`config.mk`:
```
export PLATFORM = sky130hd
export DESIGN_NAME = rs_station_bank
export DESIGN_NICKNAME = d
export VERILOG_FILES = /design/src/rtl/rs_station_bank_pkg.sv /design/src/rtl/rs_entry.sv /design/src/rtl/rs_station_bank_chk.sv /design/src/rtl/rs_station_bank.sv
export SDC_FILE = /design/constraint.sdc
export NUM_CORES = 2
export LEC_CHECK = 0
export CAP_MARGIN = 10
export CORE_ASPECT_RATIO = 0.6
export CORE_UTILIZATION = 40
export CTS_CLUSTER_SIZE = 14
export DETAILED_ROUTE_END_ITERATION = 10
export PLACE_DENSITY = 0.64
export SKIP_LAST_GASP = 1
export SYNTH_ARGS = -nofsm -noshare
export SYNTH_HDL_FRONTEND = slang
export SYNTH_SLANG_ARGS = --single-unit
```
`constraint.sdc`:
```
create_clock -name clk_i -period 30.9 [get_ports clk_i]
set_input_delay 7.725 -clock clk_i [delete_from_list [all_inputs] [get_ports clk_i]]
set_output_delay 7.725 -clock clk_i [all_outputs]
set_load 0.01 [all_outputs]
```
`src/rtl/rs_station_bank_pkg.sv`:
```
// Shared types and constants for the reservation-station bank.
// Tags are entry index + 1 so that tag 0 can mean "operand already valid".
package data_types;

  localparam int NUM_RS     = 6;
  localparam int NUM_ALU_RS = 3;
  localparam int XLEN       = 32;
  localparam int ADDR_W     = $clog2(NUM_RS);
  localparam int TAG_W      = $clog2(NUM_RS + 1);

  typedef enum logic {FG_ALU, FG_SHIFT} functional_group_t;

  typedef logic [TAG_W-1:0] rs_tag_t;

  typedef enum logic [2:0] {
    OP_ADD = 3'd0,
    OP_SUB = 3'd1,
    OP_AND = 3'd2,
    OP_OR  = 3'd3,
    OP_XOR = 3'd4,
    OP_SLL = 3'd5,
    OP_SRL = 3'd6,
    OP_SRA = 3'd7
  } opcode_t;

  typedef enum logic [1:0] {
    RS_FREE   = 2'd0,
    RS_WAIT   = 2'd1,
    RS_READY  = 2'd2,
    RS_ISSUED = 2'd3
  } rs_state_t;

  function automatic functional_group_t group_of(input int idx);
    return (idx < NUM_ALU_RS) ? FG_ALU : FG_SHIFT;
  endfunction

endpackage

```
`src/rtl/rs_entry.sv`:
```
// One reservation-station entry: FREE/WAIT/READY/ISSUED FSM with CDB operand
// capture, allocation-time CDB bypass and self-free on its own result tag.
module rs_entry import data_types::*; #(
  parameter rs_tag_t MY_TAG = rs_tag_t'(1)
) (
  input  logic             clk_i,
  input  logic             rst_i,
  input  logic             alloc_i,
  input  logic             issue_i,
  input  opcode_t          alloc_op_i,
  input  rs_tag_t          src1_tag_i,
  input  rs_tag_t          src2_tag_i,
  input  logic [XLEN-1:0]  src1_value_i,
  input  logic [XLEN-1:0]  src2_value_i,
  input  logic             cdb_valid_i,
  input  rs_tag_t          cdb_tag_i,
  input  logic [XLEN-1:0]  cdb_value_i,
  output rs_state_t        state_o,
  output opcode_t          op_o,
  output logic [XLEN-1:0]  src1_o,
  output logic [XLEN-1:0]  src2_o
);

  rs_state_t       state_r;
  opcode_t         op_r;
  rs_tag_t         tag1_r, tag2_r;
  logic [XLEN-1:0] val1_r, val2_r;

  logic            cdb_ok;
  rs_tag_t         a1_tag, a2_tag, w1_tag, w2_tag;
  logic [XLEN-1:0] a1_val, a2_val, w1_val, w2_val;

  // Resolve operands against the CDB, both for a new allocation and for a waiting entry
  always_comb begin
    cdb_ok = cdb_valid_i && (cdb_tag_i != '0);
    a1_tag = (cdb_ok && (src1_tag_i == cdb_tag_i)) ? '0 : src1_tag_i;
    a1_val = (cdb_ok && (src1_tag_i == cdb_tag_i)) ? cdb_value_i : src1_value_i;
    a2_tag = (cdb_ok && (src2_tag_i == cdb_tag_i)) ? '0 : src2_tag_i;
    a2_val = (cdb_ok && (src2_tag_i == cdb_tag_i)) ? cdb_value_i : src2_value_i;
    w1_tag = (cdb_ok && (tag1_r == cdb_tag_i)) ? '0 : tag1_r;
    w1_val = (cdb_ok && (tag1_r == cdb_tag_i)) ? cdb_value_i : val1_r;
    w2_tag = (cdb_ok && (tag2_r == cdb_tag_i)) ? '0 : tag2_r;
    w2_val = (cdb_ok && (tag2_r == cdb_tag_i)) ? cdb_value_i : val2_r;
  end

  // Entry FSM and operand storage
  always_ff @(posedge clk_i or posedge rst_i) begin
    if (rst_i) begin
      state_r <= RS_FREE;
      op_r    <= OP_ADD;
      tag1_r  <= '0;
      tag2_r  <= '0;
      val1_r  <= '0;
      val2_r  <= '0;
    end else begin
      case (state_r)
        RS_FREE: begin
          if (alloc_i) begin
            op_r    <= alloc_op_i;
            tag1_r  <= a1_tag;
            tag2_r  <= a2_tag;
            val1_r  <= a1_val;
            val2_r  <= a2_val;
            state_r <= ((a1_tag == '0) && (a2_tag == '0)) ? RS_READY : RS_WAIT;
          end
        end
        RS_WAIT: begin
          tag1_r <= w1_tag;
          tag2_r <= w2_tag;
          val1_r <= w1_val;
          val2_r <= w2_val;
          if ((w1_tag == '0) && (w2_tag == '0)) state_r <= RS_READY;
        end
        RS_READY: begin
          if (issue_i) state_r <= RS_ISSUED;
        end
        RS_ISSUED: begin
          if (cdb_ok && (cdb_tag_i == MY_TAG)) state_r <= RS_FREE;
        end
        default: state_r <= RS_FREE;
      endcase
    end
  end

  assign state_o = state_r;
  assign op_o    = op_r;
  assign src1_o  = val1_r;
  assign src2_o  = val2_r;

endmodule

```
`src/rtl/rs_station_bank_chk.sv`:
```
// Simulation-only checker: flags allocations that the bank silently drops
// (target slot busy or index beyond the last entry).
module rs_station_bank_chk import data_types::*; (
  input logic              clk_i,
  input logic              rst_i,
  input logic              alloc_valid_i,
  input logic [ADDR_W-1:0] alloc_addr_i,
  input logic [NUM_RS-1:0] busy_bus_i
);

  logic alloc_legal;

  always_comb begin
    alloc_legal = (alloc_addr_i < ADDR_W'(NUM_RS)) && !busy_bus_i[alloc_addr_i];
  end

  // Allocation must target an existing FREE slot
  always @(posedge clk_i) begin
    if (!rst_i && alloc_valid_i) begin
      assert (alloc_legal)
        else $warning("rs_station_bank: allocation to slot %0d dropped (busy or out of range)", alloc_addr_i);
    end
  end

endmodule

```
`src/rtl/rs_station_bank.sv`:
```
// Reservation-station bank: NUM_RS entries, split into ALU and SHIFT groups,
// each with a lowest-index issue selector and a lock that holds the choice until handshake.
module rs_station_bank import data_types::*; (
  input  logic              clk_i,
  input  logic              rst_i,
  input  logic              alloc_valid_i,
  input  logic [ADDR_W-1:0] alloc_addr_i,
  input  opcode_t           alloc_op_i,
  input  rs_tag_t           src1_tag_i,
  input  rs_tag_t           src2_tag_i,
  input  logic [XLEN-1:0]   src1_value_i,
  input  logic [XLEN-1:0]   src2_value_i,
  input  logic              cdb_valid_i,
  input  rs_tag_t           cdb_tag_i,
  input  logic [XLEN-1:0]   cdb_value_i,
  output logic [NUM_RS-1:0] busy_bus_o,
  output logic              alu_valid_o,
  input  logic              alu_ready_i,
  output opcode_t           alu_op_o,
  output logic [XLEN-1:0]   alu_src1_o,
  output logic [XLEN-1:0]   alu_src2_o,
  output rs_tag_t           alu_tag_o,
  output logic              shift_valid_o,
  input  logic              shift_ready_i,
  output opcode_t           shift_op_o,
  output logic [XLEN-1:0]   shift_src1_o,
  output logic [XLEN-1:0]   shift_src2_o,
  output rs_tag_t           shift_tag_o
);

  rs_state_t       ent_state [NUM_RS];
  opcode_t         ent_op    [NUM_RS];
  logic [XLEN-1:0] ent_src1  [NUM_RS];
  logic [XLEN-1:0] ent_src2  [NUM_RS];

  logic [NUM_RS-1:0] alloc_vec, issue_vec, alu_rdy, shift_rdy;

  logic              alu_lock_v, shift_lock_v;
  logic [ADDR_W-1:0] alu_lock_idx, shift_lock_idx;
  logic [ADDR_W-1:0] alu_pick, shift_pick, alu_idx, shift_idx;
  logic              alu_any, shift_any, alu_fire, shift_fire;

  for (genvar i = 0; i < NUM_RS; i++) begin : g_ent
    assign alloc_vec[i]  = alloc_valid_i && (alloc_addr_i == ADDR_W'(i));
    assign busy_bus_o[i] = (ent_state[i] != RS_FREE);
    assign alu_rdy[i]    = (ent_state[i] == RS_READY) && (group_of(i) == FG_ALU);
    assign shift_rdy[i]  = (ent_state[i] == RS_READY) && (group_of(i) == FG_SHIFT);

    rs_entry #(.MY_TAG(rs_tag_t'(i + 1))) u_entry (
      .clk_i        (clk_i),
      .rst_i        (rst_i),
      .alloc_i      (alloc_vec[i]),
      .issue_i      (issue_vec[i]),
      .alloc_op_i   (alloc_op_i),
      .src1_tag_i   (src1_tag_i),
      .src2_tag_i   (src2_tag_i),
      .src1_value_i (src1_value_i),
      .src2_value_i (src2_value_i),
      .cdb_valid_i  (cdb_valid_i),
      .cdb_tag_i    (cdb_tag_i),
      .cdb_value_i  (cdb_value_i),
      .state_o      (ent_state[i]),
      .op_o         (ent_op[i]),
      .src1_o       (ent_src1[i]),
      .src2_o       (ent_src2[i])
    );
  end

  // Lowest-index READY entry per group; a held lock overrides the fresh pick
  always_comb begin
    alu_pick   = '0;
    alu_any    = 1'b0;
    shift_pick = '0;
    shift_any  = 1'b0;
    for (int i = NUM_RS - 1; i >= 0; i--) begin
      alu_pick   = alu_rdy[i]   ? ADDR_W'(i) : alu_pick;
      shift_pick = shift_rdy[i] ? ADDR_W'(i) : shift_pick;
      alu_any    = alu_any   | alu_rdy[i];
      shift_any  = shift_any | shift_rdy[i];
    end
    alu_idx       = alu_lock_v   ? alu_lock_idx   : alu_pick;
    shift_idx     = shift_lock_v ? shift_lock_idx : shift_pick;
    alu_valid_o   = alu_lock_v   | alu_any;
    shift_valid_o = shift_lock_v | shift_any;
    alu_fire      = alu_valid_o   && alu_ready_i;
    shift_fire    = shift_valid_o && shift_ready_i;
  end

  // Issue payload muxes and per-entry handshake strobes
  always_comb begin
    alu_op_o     = alu_valid_o ? ent_op[alu_idx]   : OP_ADD;
    alu_src1_o   = alu_valid_o ? ent_src1[alu_idx] : '0;
    alu_src2_o   = alu_valid_o ? ent_src2[alu_idx] : '0;
    alu_tag_o    = alu_valid_o ? rs_tag_t'(alu_idx) + rs_tag_t'(1) : '0;
    shift_op_o   = shift_valid_o ? ent_op[shift_idx]   : OP_ADD;
    shift_src1_o = shift_valid_o ? ent_src1[shift_idx] : '0;
    shift_src2_o = shift_valid_o ? ent_src2[shift_idx] : '0;
    shift_tag_o  = shift_valid_o ? rs_tag_t'(shift_idx) + rs_tag_t'(1) : '0;
    issue_vec    = '0;
    for (int i = 0; i < NUM_RS; i++) begin
      issue_vec[i] = (alu_fire   && (alu_idx   == ADDR_W'(i))) ||
                     (shift_fire && (shift_idx == ADDR_W'(i)));
    end
  end

  // Lock the presented entry while the FU stalls the handshake
  always_ff @(posedge clk_i or posedge rst_i) begin
    if (rst_i) begin
      alu_lock_v     <= 1'b0;
      alu_lock_idx   <= '0;
      shift_lock_v   <= 1'b0;
      shift_lock_idx <= '0;
    end else begin
      alu_lock_v     <= alu_valid_o && !alu_ready_i;
      alu_lock_idx   <= alu_idx;
      shift_lock_v   <= shift_valid_o && !shift_ready_i;
      shift_lock_idx <= shift_idx;
    end
  end

  rs_station_bank_chk u_chk (
    .clk_i         (clk_i),
    .rst_i         (rst_i),
    .alloc_valid_i (alloc_valid_i),
    .alloc_addr_i  (alloc_addr_i),
    .busy_bus_i    (busy_bus_o)
  );

endmodule

```
==> qor.txt <==
fillers - 6,446
Main synth FF type - dfrtp_1
Post-CTS Resized - 0
I/O Buffers - 264
crit path capture type - output pin
area delta synth->final - 16.68%
CTS clk-pin slew, worst paths - 0.07 ns
Slew Viols, Final - 0
Post-route DRC - 0
relative slew slack - 14.65%
clk sinks - 458
Post-CTS Hold Buffers - 0
Post-synth ARST share - 100.0%
warnings from Yosys - 0
Fin. Hold Viols - 0
Initial DRC Count - 2,531
first drt pass iteration count - 7
max incr delay on CP - 0.95 ns
setup bufs post-CTS - 0
drt via density - 6.164
Initial Util - 40.90%
Tcrit/Tclk final - 41.94%
CTS buffer count - 49
wire length per cell - 26.79 um
Core Util, Final - 47.72%
GRT met1 Usage - 38.40%
CP bufs+invs - 3
commonest cells after routing, fill and taps aside - dfrtp_1, nor2_1, mux2i_1, a21oi_1, clkdlybuf4s50_1
Final Setup Violations - 0
largest cells by area after synthesis - dfrtp_1, mux2i_1, mux4_2
CP Cell Sequence - inv_1 -> ha_1 -> or3b_2 -> nand2_8 -> buf_4 -> mux4_2 -> a2bb2oi_1 -> nor2_1 -> clkdlybuf4s50_1
Max Clock Skew - 0.02935 ns
Post-Synthesis Cells - 2,783
GP Congestion - 0.8713
total number of vias - 23.86k
share of the synthesized area in the top cell type - 39.60%
TritonCTS clock tree - done
cell taking the most area after synthesis - dfrtp_1
DIE AREA - 0.07346 mm^2
max frequency - 77.17 MHz
synthesized cell area - 0.02894 mm^2
area of the multi-input gates - 0.01626 mm^2
first-pass GRT wire length - 154,900 um
GRT busiest layer - met2
pin count of the biggest net entering global routing - 117
nets@finish - 3,012
Worst EP required - 23.18 ns
IO Pins - 265
Longest Clk Path Bufs - 3
CP startpoint kind - register
setup TNS - 0 ns
total track usage - 27.80%
critical path arrival - 5.23 ns
Netlist cell types - 58
mean area per synthesized cell - 10.40 um^2
share of cells above drive strength 1 - 15.40%
HPWL after DPL - 62,500 um
fin crit period - 12.96 ns
global-route met2 utilization - 43.06%
status - complete, no violations
PwrDens - 144.0 mW/mm^2
post-route ant nets - 0
worst slew pin tran - 1.280 ns
RSZ-0062 raised after global routing - no
commonest non-fill, non-tap cell in the layout - dfrtp_1
Die Wd - 349.3 um
num rows - 75
H-tree levels - 2
Hold Path Class - reg -> reg
die height - 210.4 um
Top Family by Delay on Critical Path - buffers and inverters
WL final - 103,700 um
total core area - 0.07076 mm^2
setup ws final - 17.94 ns
total grt overflow - 0
Setup CP Type - reg -> out
Post-Synthesis Net Count - 2,928
vias in the first global route - 24.40k
pre-CTS setup slack - 18.63 ns
EDFF count, synth - 0
leakage - 0.01470 uW
max_cap viols - 0
initial antenna violation count - 9
CP max-delay cell - buf_4
CP Max Fanout - 75
Worst-Skew Late Latency - 0.61 ns
worst ir drop on vdd - 0.0001022 V
FF/Latch Area - 0.01146 mm^2
total power - 4862 uW
synthesis-stage register bit count - 458
Hold Worst Slack - 0.5031 ns
Seq/Total Area, Yosys - 39.60%
GR Util met3 - 6.354%
Root Driver - clkbuf_16
[sequential cells by signal, indices dropped and copies added (netlist names)]
name / flops
shift_lock_idx: 3
g_ent.u_entry.op_o: 18
g_ent.u_entry.src1_o: 192
g_ent.u_entry.src2_o: 192
g_ent.u_entry.tag2_r: 18
shift_lock_v: 1
g_ent.u_entry.state_o: 12
alu_lock_v: 1
g_ent.u_entry.tag1_r: 18
alu_lock_idx: 3
[power breakdown]
group / internal [uW] / switching (uW) / leakage [uW]
Sequential: 898 / 245 / 0.00530
Combinational: 1460 / 1650 / 0.00861
Clock: 359 / 258 / 0.000788
[synthesized netlist by cell type, types with 2 or more instances]
library cell	count
dfrtp_1	458
nor2_1	449
mux2i_1	435
a21oi_1	294
clkbuf_1	153
mux4_2	134
mux2_2	126
buf_2	95
o21ai_0	95
nand2_1	81
a22oi_1	68
a2bb2oi_1	67
inv_1	55
xor2_1	42
mux2_4	30
ha_1	28
nand3_1	23
buf_1	20
a32o_1	16
o41ai_1	13
and2_1	11
nor3_1	8
a31oi_1	6
buf_6	6
nor2b_1	6
nor4_1	5
o31ai_1	5
nand2b_1	4
nand4b_1	4
a21boi_0	3
a41oi_1	3
o31a_1	3
or2_2	3
or3_1	3
a21boi_1	2
and3_1	2
buf_4	2
nand3b_1	2
nor4b_1	2
nor4bb_1	2
or4_1	2
[through the flow]
step	instance area (um^2)	cells
floorplan	28940	2783
global placement	32130	3778
detailed placement	32130	3778
CTS	33750	3865
global route	33760	3869
finish	33770	3871
[path summary, 6_finish.rpt]
check                           slack (ns)                               startpoint  cells after the start                                 endpoint
worst max-delay path                 17.94  g_ent[1].u_entry.state_o[0]$_DFFE_PP0P_                      9                              alu_op_o[2]
max in group asynchronous            20.70                                    rst_i                      4   g_ent[5].u_entry.src1_o[9]$_DFFE_PP0P_
worst min-delay path                  0.50   g_ent[3].u_entry.src1_o[6]$_DFFE_PP0P_                      2   g_ent[3].u_entry.src1_o[6]$_DFFE_PP0P_
min in group asynchronous             7.65                                    rst_i                      2  g_ent[2].u_entry.src2_o[26]$_DFFE_PP0P_
worst min register to register        0.50   g_ent[3].u_entry.src1_o[6]$_DFFE_PP0P_                      2   g_ent[3].u_entry.src1_o[6]$_DFFE_PP0P_
worst max register to register       27.16  g_ent[3].u_entry.state_o[0]$_DFFE_PP0P_                      8  g_ent[5].u_entry.state_o[0]$_DFFE_PP0P_
[tightest hold or removal path: cells and delay by family (launching register included)]
| kind | cells | cell delay (ns) |
|---|---|---|
| compound gates | 1 | 0.06 |
| simple gates | 1 | 0.05 |
| flops | 1 | 0.35 |
[cells by family after synthesis]
family	after synthesis	share of synthesized area (%)
buf+inv	333	4.924
mux	725	31.93
compound gates	583	12.33
fa+ha+maj	28	1.211
flops	458	39.60
simple gates	613	8.703
xor+xnor	43	1.301
[layer usage]
metal,vias up,share of wire (%)
li1,10230,-
met1,12080,42
met2,1330,45
met3,221,9.9
met4,6,2.9
met5,-,0.045
[final cells by class]
cell class	count	area share, %
multi-input combinational	1992	48.16
sequential	458	33.94
timing repair buffer	310	8.849
clock buffer	75	4.224
tap	962	3.565
inverter	56	0.6522
clock inverter	12	0.5669
antenna	6	0.04447
Power figures use the tool's default switching activity.
